[src/rtl/fpu_move_ctrl_pkg.sv]
// Shared FPU move-control definitions: FSM state encoding and move opcodes.
package fpu_move_ctrl_pkg;

  typedef enum logic [1:0] {
    IDLE = 2'b00,
    EXEC = 2'b01,
    RESP = 2'b10
  } mv_state_e;

  localparam logic [1:0] MV_NOP = 2'b00;
  localparam logic [1:0] MV_I2F = 2'b01;
  localparam logic [1:0] MV_F2I = 2'b10;

  // Origin 0 is the integer-to-FP channel, origin 1 the FP-to-integer channel.
  function automatic logic [1:0] origin_opcode(input logic origin);
    return origin ? MV_F2I : MV_I2F;
  endfunction

endpackage

[src/rtl/fpu_rr_arb2.sv]
// Two-requester round-robin arbiter; 'last' names the requester granted most recently.
module fpu_rr_arb2 (
  input  logic [1:0] req,
  input  logic       last,
  input  logic       en,
  output logic [1:0] gnt
);

  always_comb begin
    gnt = 2'b00;
    if (en) begin
      case (req)
        2'b01:   gnt = 2'b01;
        2'b10:   gnt = 2'b10;
        2'b11:   gnt = last ? 2'b01 : 2'b10;
        default: gnt = 2'b00;
      endcase
    end
  end

endmodule

[src/rtl/fpu_move_ctrl.sv]
// Sequences int<->FP register moves through an external move datapath and
// returns the result on a registered write-back handshake.
module fpu_move_ctrl
  import fpu_move_ctrl_pkg::*;
#(
  parameter int Std = 31
) (
  input  logic         clk,
  input  logic         rst_l,
  input  logic         req0_valid,
  output logic         req0_ready,
  input  logic [Std:0] req0_data,
  input  logic         req1_valid,
  output logic         req1_ready,
  input  logic [Std:0] req1_data,
  output logic [1:0]   mv_opcode,
  output logic [Std:0] mv_data,
  input  logic [Std:0] mv_result,
  output logic         wb_valid,
  input  logic         wb_ready,
  output logic [Std:0] wb_data,
  output logic         wb_dest,
  output logic         busy
);

  mv_state_e    r_state;
  mv_state_e    w_state_next;
  logic         r_last_grant;
  logic [Std:0] r_operand;
  logic [1:0]   r_opcode;
  logic         r_dest;
  logic [Std:0] r_wb_data;
  logic [15:0]  r_cnt0;
  logic [15:0]  r_cnt1;

  logic [1:0]   w_gnt;
  logic         w_arb_en;
  logic         w_accept;
  logic         w_sel;

  // Gating with rst_l keeps both readies low for the whole reset assertion.
  assign w_arb_en = (r_state == IDLE) && rst_l;
  assign w_accept = |w_gnt;
  assign w_sel    = w_gnt[1];

  fpu_rr_arb2 u_arb (
    .req  ({req1_valid, req0_valid}),
    .last (r_last_grant),
    .en   (w_arb_en),
    .gnt  (w_gnt)
  );

  always_ff @(posedge clk or negedge rst_l) begin
    if (!rst_l) begin
      r_state <= IDLE;
    end else begin
      r_state <= w_state_next;
    end
  end

  always_comb begin
    w_state_next = r_state;
    req0_ready   = w_gnt[0];
    req1_ready   = w_gnt[1];
    mv_opcode    = MV_NOP;
    mv_data      = '0;
    wb_valid     = 1'b0;
    busy         = (r_state != IDLE);
    wb_data      = r_wb_data;
    wb_dest      = r_dest;
    case (r_state)
      IDLE: begin
        if (w_accept) begin
          w_state_next = EXEC;
        end
      end
      EXEC: begin
        mv_opcode    = r_opcode;
        mv_data      = r_operand;
        w_state_next = RESP;
      end
      RESP: begin
        wb_valid = 1'b1;
        if (wb_ready) begin
          w_state_next = IDLE;
        end
      end
      default: w_state_next = IDLE;
    endcase
  end

  always_ff @(posedge clk or negedge rst_l) begin
    if (!rst_l) begin
      r_last_grant <= 1'b1;
      r_operand    <= '0;
      r_opcode     <= MV_NOP;
      r_dest       <= 1'b0;
      r_wb_data    <= '0;
    end else begin
      if (w_accept) begin
        r_operand    <= w_sel ? req1_data : req0_data;
        r_opcode     <= origin_opcode(w_sel);
        r_dest       <= w_sel;
        r_last_grant <= w_sel;
      end
      if (r_state == EXEC) begin
        r_wb_data <= mv_result;
      end
    end
  end

  // Per-channel acceptance counters, visible only through the hierarchy.
  always_ff @(posedge clk or negedge rst_l) begin
    if (!rst_l) begin
      r_cnt0 <= 16'h0000;
      r_cnt1 <= 16'h0000;
    end else begin
      if (w_gnt[0]) begin
        r_cnt0 <= r_cnt0 + 16'd1;
      end
      if (w_gnt[1]) begin
        r_cnt1 <= r_cnt1 + 16'd1;
      end
    end
  end

endmodule

[config.mk]
export PLATFORM = sky130hd
export DESIGN_NAME = fpu_move_ctrl
export DESIGN_NICKNAME = d
export VERILOG_FILES = /design/src/rtl/fpu_move_ctrl_pkg.sv /design/src/rtl/fpu_rr_arb2.sv /design/src/rtl/fpu_move_ctrl.sv
export SDC_FILE = /design/constraint.sdc
export NUM_CORES = 1
export LEC_CHECK = 0
export BUFFER_PORTS_ARGS = -buffer_cell sky130_fd_sc_hd__buf_4
export CAP_MARGIN = 20
export CORE_ASPECT_RATIO = 1.75
export CORE_MARGIN = 2
export CORE_UTILIZATION = 45
export CTS_CLUSTER_DIAMETER = 100
export DETAILED_ROUTE_END_ITERATION = 6
export PLACE_DENSITY = 0.8
export SLEW_MARGIN = 40
export SYNTH_ARGS = -nofsm -noshare
export SYNTH_HDL_FRONTEND = slang
export SYNTH_SLANG_ARGS = --single-unit
export TNS_END_PERCENT = 50
[constraint.sdc]
create_clock -name clk -period 3 [get_ports clk]
set_input_delay 0.75 -clock clk [delete_from_list [all_inputs] [get_ports clk]]
set_output_delay 0.75 -clock clk [all_outputs]
set_load 0.01 [all_outputs]
Yosys cells after proc, flatten, opt, wreduce, memory -nomap -nowiden:

Index checks and enable logic that the tools add are counted.

* flip-flop bits (word level): 70
* latch bits: 0
* memory bits (writable): 0
* memory bits (read-only): 0
* bits of input ports: 101
* word-level logic and storage cells: 29
* memories kept: 0

* add/sub/neg operators: 0
* multiply operators: 0
* divide/modulo/power cells: 0
* magnitude comparators: 0
* eq/ne operators: 7
* shift operators: 0
* muxes and demuxes: 11
* bitwise gates (word level): 0
* reduce and logical (&&, ||, !) cells: 5

Operators with widths (number)
* 2-to-1 mux 32 bit: 2
* 2-to-1 mux 2 bit: 6
* case mux 2 bit (3 select lines): 2
* == test 2 bit (second input constant): 3
* == test 2 x 1 -> 1 bit (second input constant): 2
* inequality test 2 bit (second input constant): 2
* zero test 2 bit: 1
* AND reduction 2 bit: 1
* nonzero test 2 bit: 1
* OR reduction 2 bit: 1
* logical AND 1 bit: 1
* 2-to-1 mux 1 bit: 1

Logic depth before layout (Yosys ltp):

Gate-level depths: netlist of the first run.

* word-level depth: 6
* depth in mapped cells: 7
* depth with buffers taken out: 4

Hierarchy:

From an unflattened synthesis of the first run, not the netlist that was laid out.

* cells, all modules: 268
* area, all modules: 3163.0 um^2

Modules (own cells, without submodules)
* fpu_move_ctrl: instances 1, cells each 263, area an instance 3141.8 um^2, seq. area each 1727.9 um^2
* fpu_rr_arb2: instances 1, cells each 5, area an instance 21.3 um^2, seq. area each 0.0 um^2

Least setup slack after synthesis of the first run:

No wires, ideal clock.

* path kind: input-to-output
* from: input rst_l
* to: output req0_ready
* arrival time: 1.861 ns
* data required time: 2.250 ns
* setup slack: 0.389 ns
* cell stages on the path: 6
* path through: or3b_1 > buf_2 > or3_1 > buf_6 > clkinv_4 > buf_8

* cells in the longest elaborated chain, start to end: 2

Ends and longest elaborated chain
* start, declared: line fpu_move_ctrl.sv:9 `input logic rst_l,`
* logical AND 1 bit: line fpu_move_ctrl.sv:42 `assign w_arb_en = (r_state == IDLE) && rst_l;`
* 2-to-1 mux 2 bit: line fpu_rr_arb2.sv:11 `if (en) begin`
* end, declared: line fpu_move_ctrl.sv:11 `output logic req0_ready,`

Every way passes these cells.

Worst setup path in the final report of the first run:

Ends and elaborated chain as after synthesis.

==> results of run 1 <==
==> routing by layer <==
metal / wire (µm) / GRT usage [%]
met1: 3160 / 27.0
met2: 5330 / 43.5
met3: 557 / 3.01
met4: 266 / 12.9
met5: 0 / 0
==> power breakdown <==
part,leakage (nW),total (mW),switching [mW],internal [mW]
sequential,0.816,1.63,0.234,1.40
clock,0.138,0.972,0.372,0.599
combinational,1.38,1.63,0.726,0.906
==> registers in the layout, summed over array words and instances, names as in the netlist <==
name          flops
r_operand        32
wb_data          32
r_opcode          2
r_state           2
r_last_grant      1
==> Yosys cell counts (all sizes together) <==
cell type / count / area [µm²]
and2: 34 / 213
nor2b: 3 / 18.8
mux2: 32 / 360
o21a: 2 / 15.0
a21o: 1 / 7.51
and3: 12 / 75.1
a21boi: 1 / 7.51
nor3b: 1 / 7.51
a21bo: 1 / 10.0
or2: 1 / 6.26
buf: 5 / 53.8
inv: 4 / 15.0
or3: 1 / 6.26
clkinv: 1 / 8.76
nand3: 20 / 100
dfstp: 1 / 26.3
a221o: 12 / 120
o21ai: 22 / 110
clkbuf: 24 / 90.1
or3b: 1 / 8.76
nor4: 20 / 125
nor2: 1 / 3.75
a31oi: 20 / 125
dfrtp: 68 / 1700
==> cells by family (layout without fill, tap and decap cells) <==
group	Yosys count	in the layout	share of synthesized area (%)
AND/OR/NAND/NOR	94	94	17.5
flip-flops	69	69	53.7
AO/OA/AOI/OAI	59	59	12.3
buffers and inverters	34	202	5.21
multiplexers	32	32	11.2
==> through the flow <==
stage | std cells | hold slack, ns
after global placement | 524 | 0.487
after floorplan | 288 | 0.454
after CTS | 540 | 0.507
after global routing | 540 | 0.516
final | 540 | 0.500
after detailed placement | 524 | 0.486
==> path summary, 6_finish.rpt <==
| check | from | endpoint | slack (ns) | cells after the start |
|---|---|---|---|---|
| worst max-delay path | rst_l | req0_ready | 0.31 | 5 |
| min in group asynchronous | rst_l | r_state[0] | 0.54 | 2 |
| worst max register to register | r_state[1] | r_operand[20] | 1.19 | 4 |
| worst min register to register | r_operand[0] | r_operand[0] | 0.50 | 1 |
| worst min-delay path | r_operand[0] | r_operand[0] | 0.50 | 1 |
| max in group asynchronous | rst_l | wb_data[11] | 2.06 | 2 |
==> area by class of cell <==
type	count	area share [%]
tap	84	2.17
clock inverter	4	0.464
clock buffer	12	5.29
sequential	69	35.6
inverter	5	0.490
multi-input combinational	185	27.6
timing repair buffer	181	28.3
==> layout by cell type (no fill, tap or decap), drive strengths merged, types with 4 or more instances in the layout <==
cell type,count
buf,181
dfrtp,68
and2,34
mux2,32
o21ai,22
nand3,20
nor4,20
a31oi,20
and3,12
a221o,12
clkbuf,12
inv,4
clkinv,4
==> qor.csv, run 1 <==
metric;value;unit
global-route wire length before repair;14000;µm
number of global-route vias before repair;2917;
largest net degree at the start of global routing;70;
crit-path max FO;13;
CP arrival;1.94;ns
maxcap violations;0;
num rows;40;
Post-CTS Setup Repair Bufs;0;
share of the yosys chip area belonging to registers;53.7;%
fin nets;552;
Fin Setup TNS;0;ns
Final Util;70.2;%
CTS Sinks;69;
Core Box Area;0.00691;mm²
CP dominant cell by count;buf_4;
WL/cell;17.2;µm
dpl cell area;0.00457;mm²
Setup crit end kind;output port;
Clock Tree Root;clkbuf_16;
cell chain of the critical path;buf_4, or3b_1, or3_1, clkinv_4, buf_4;
worst setup path class;primary input to output port;
maximum vdd drop;0.486;mV
initial drt markers;195;
Worst path max stage delay;0.43;ns
Reg area;0.00173;mm²
GRT Total Usage;24.2;%
Power Density;873;mW/mm²
chip width;67.9;µm
final critical-path share of the clock period;89.6;%
vias per inst;5.43;
fraction of layout cells with a size suffix above 1;51.8;%
CTS tree;yes;
Worst-Margin Slew;0.662;ns
ant diodes;0;
CTS Buf Count;9;
leak pwr;2.33;nW
crit-path leading delay family;simple AND/OR/NAND/NOR gates;
Worst path slowest cell;or3_1;
min Tclk post-route;2.69;ns
Die Area;0.00786;mm²
IO Port Bufs;171;
cts hold-fix bufs;0;
setup violators final;0;
status;completed;
area of the multi-input gates;0.00134;mm²
Design Power;4.24;mW
worst slack, placed;0.323;ns
layout overhead on the synthesized area;50.9;%
H-tree levels;3;
drt drc;0;
final max-slew violation count;0;
Vert. Die Dim;116;µm
fin area;0.00485;mm²
Layout fillers;547;
I/O pin cnt;172;
Setup WS post-layout;0.313;ns
crit start category;primary input;
Slew Limit Headroom;55.6;%
total number of vias;2932;
antenna viol nets, final;0;
Fmax;0.372;GHz
CP required;2.25;ns
Syn Nets;389;
YS warnings;0;
post-cts resize count;0;
HP Class;flip-flop to flip-flop;
grt total ovfl;0;
FF+latch count, synth;69;
GP Congestion;0.797;
Detailed Place HPWL;6910;µm
Max clock buf depth;2;
Pre-antenna DRT Iters;4;
post-synth cell types;26;
Post-Syn Instances;288;
Buffers & Inverters on Critical Path;3;
Initial Util;46.6;%
Routed WL;9310;µm
Final Hold Fails;0;
clock latency on the worst-skew pair;0.33;ns
clock skew;0.00287;ns
Mapped Area;0.00322;mm²
syn_area_per_cell;11.2;µm²
initial antenna violation count;0;
unrepaired setup endpoints after global routing;no;
CTS clock-pin slew for the worst setup and hold paths;0.05;ns
No activity file was read; power rests on OpenSTA's default activity.
==> inputs of run 2 (changes only) <==
==> constraint.sdc (replaced) <==
create_clock -name clk -period 3 [get_ports clk]
set_input_delay 0.15 -clock clk [delete_from_list [all_inputs] [get_ports clk]]
set_output_delay 0.15 -clock clk [all_outputs]
set_load 0.01 [all_outputs]
==> qor.csv, run 2 (synthesized netlist as in run 1, its figures left out) <==
metric;value;unit
fin nets;551;
Final Hold Fails;0;
ant diodes;0;
CTS Buf Count;9;
grt total ovfl;0;
fraction of layout cells with a size suffix above 1;51.9;%
Design Power;4.44;mW
total number of vias;3047;
chip width;67.9;µm
Vert. Die Dim;116;µm
IO Port Bufs;171;
worst slack, placed;0.468;ns
Setup crit end kind;output port;
clock latency on the worst-skew pair;0.33;ns
status;completed;
min Tclk post-route;2.69;ns
CP arrival;2.54;ns
initial drt markers;162;
CTS tree;yes;
Clock Tree Root;clkbuf_16;
I/O pin cnt;172;
H-tree levels;3;
drt drc;0;
worst setup path class;primary input to output port;
Initial Util;46.6;%
Slew Limit Headroom;49.4;%
leak pwr;2.36;nW
layout overhead on the synthesized area;52.5;%
GRT Total Usage;24.4;%
final critical-path share of the clock period;89.6;%
HP Class;primary input to flip-flop;
initial antenna violation count;0;
GP Congestion;0.892;
Final Util;71.0;%
global-route wire length before repair;14000;µm
number of global-route vias before repair;2889;
Fin Setup TNS;0;ns
CTS clock-pin slew for the worst setup and hold paths;0.05;ns
Max clock buf depth;2;
Pre-antenna DRT Iters;5;
post-cts resize count;0;
WL/cell;17.7;µm
antenna viol nets, final;0;
CTS Sinks;69;
Fmax;0.372;GHz
final max-slew violation count;0;
Post-CTS Setup Repair Bufs;0;
maxcap violations;0;
Detailed Place HPWL;6870;µm
num rows;40;
unrepaired setup endpoints after global routing;no;
Power Density;906;mW/mm²
Placed Cells incl. Taps;522;
setup violators final;0;
leading cell type in the layout, fill and taps excluded;buf_4;
CP required;2.85;ns
Setup WS post-layout;0.313;ns
Routed WL;9570;µm
largest net degree at the start of global routing;71;
Worst-Margin Slew;0.758;ns
crit start category;primary input;
most frequent cells in the layout;buf_4, dfrtp_1, and2_1, mux2_2, o21ai_0;
crit-path max FO;42;
clock skew;0.00444;ns
Die Area;0.00786;mm²
cts hold-fix bufs;0;
maximum vdd drop;0.462;mV
post-route insts no fill;539;
Core Box Area;0.00691;mm²
vias per inst;5.65;
run 2: cell types whose count changed in the layout (fill, tap and decap cells not counted):
cell / change
clkinvlp_4: -1
clkinv_2: -2
clkbuf_1: -1
buf_4: -2
or3_1: -1
bufinv_16: +2
or3_2: +1
clkinv_4: +2
dlygate4sd3_1: +1
run 2: through the flow:
stage                     hold WS [ns]  area (µm²)
after floorplan                 -0.146        3220
after global placement           0.381        4550
after detailed placement         0.387        4550
after CTS                       0.0457        4880
after global routing            0.0485        4900
final                           0.0518        4900
run 2: layout make-up:
cell class                      instances  area [µm²]
Clock buffer                           11         253
Clock inverter                          5        82.6
Fill cell                             536        2000
Inverter                                5        23.8
Multi-Input combinational cell        185        1340
Sequential cell                        69        1730
Tap cell                               84         105
Timing Repair Buffer                  180        1370
run 2: worst max-delay path: stages:
cell	delay (ns)
dlygate4sd3_1	0.54
buf_4	0.12
or3b_1	0.35
buf_4	0.26
or3_2	0.75
clkinv_4	0.21
buf_4	0.15
run 2: path summary, 6_finish.rpt:
path	startpoint	to	slack, ns	cells after the start
worst min register to register	r_operand[0]	r_operand[0]	0.50	1
worst min-delay path	req0_data[7]	r_operand[7]	0.05	2
worst max-delay path	rst_l	req0_ready	0.31	7
min in group asynchronous	rst_l	wb_data[3]	0.49	3
worst max register to register	r_state[1]	r_operand[4]	0.72	5
max in group asynchronous	rst_l	r_opcode[0]	2.05	3
run 2: report_power, final:
group,switching (mW),internal [mW],total [mW]
clock network,0.383,0.773,1.16
registers,0.256,1.40,1.66
logic,0.731,0.902,1.63
total,1.37,3.07,4.44
run 2: per-layer routing:
layer  up-vias  global-route usage (%)  part of all wire [%]
li1       1385                       -                     -
met2       150                    45.0                    57
met5         -                       0                     0
met1      1492                    25.4                    34
met3        20                    5.53                   6.7
met4         0                    10.7                   2.5
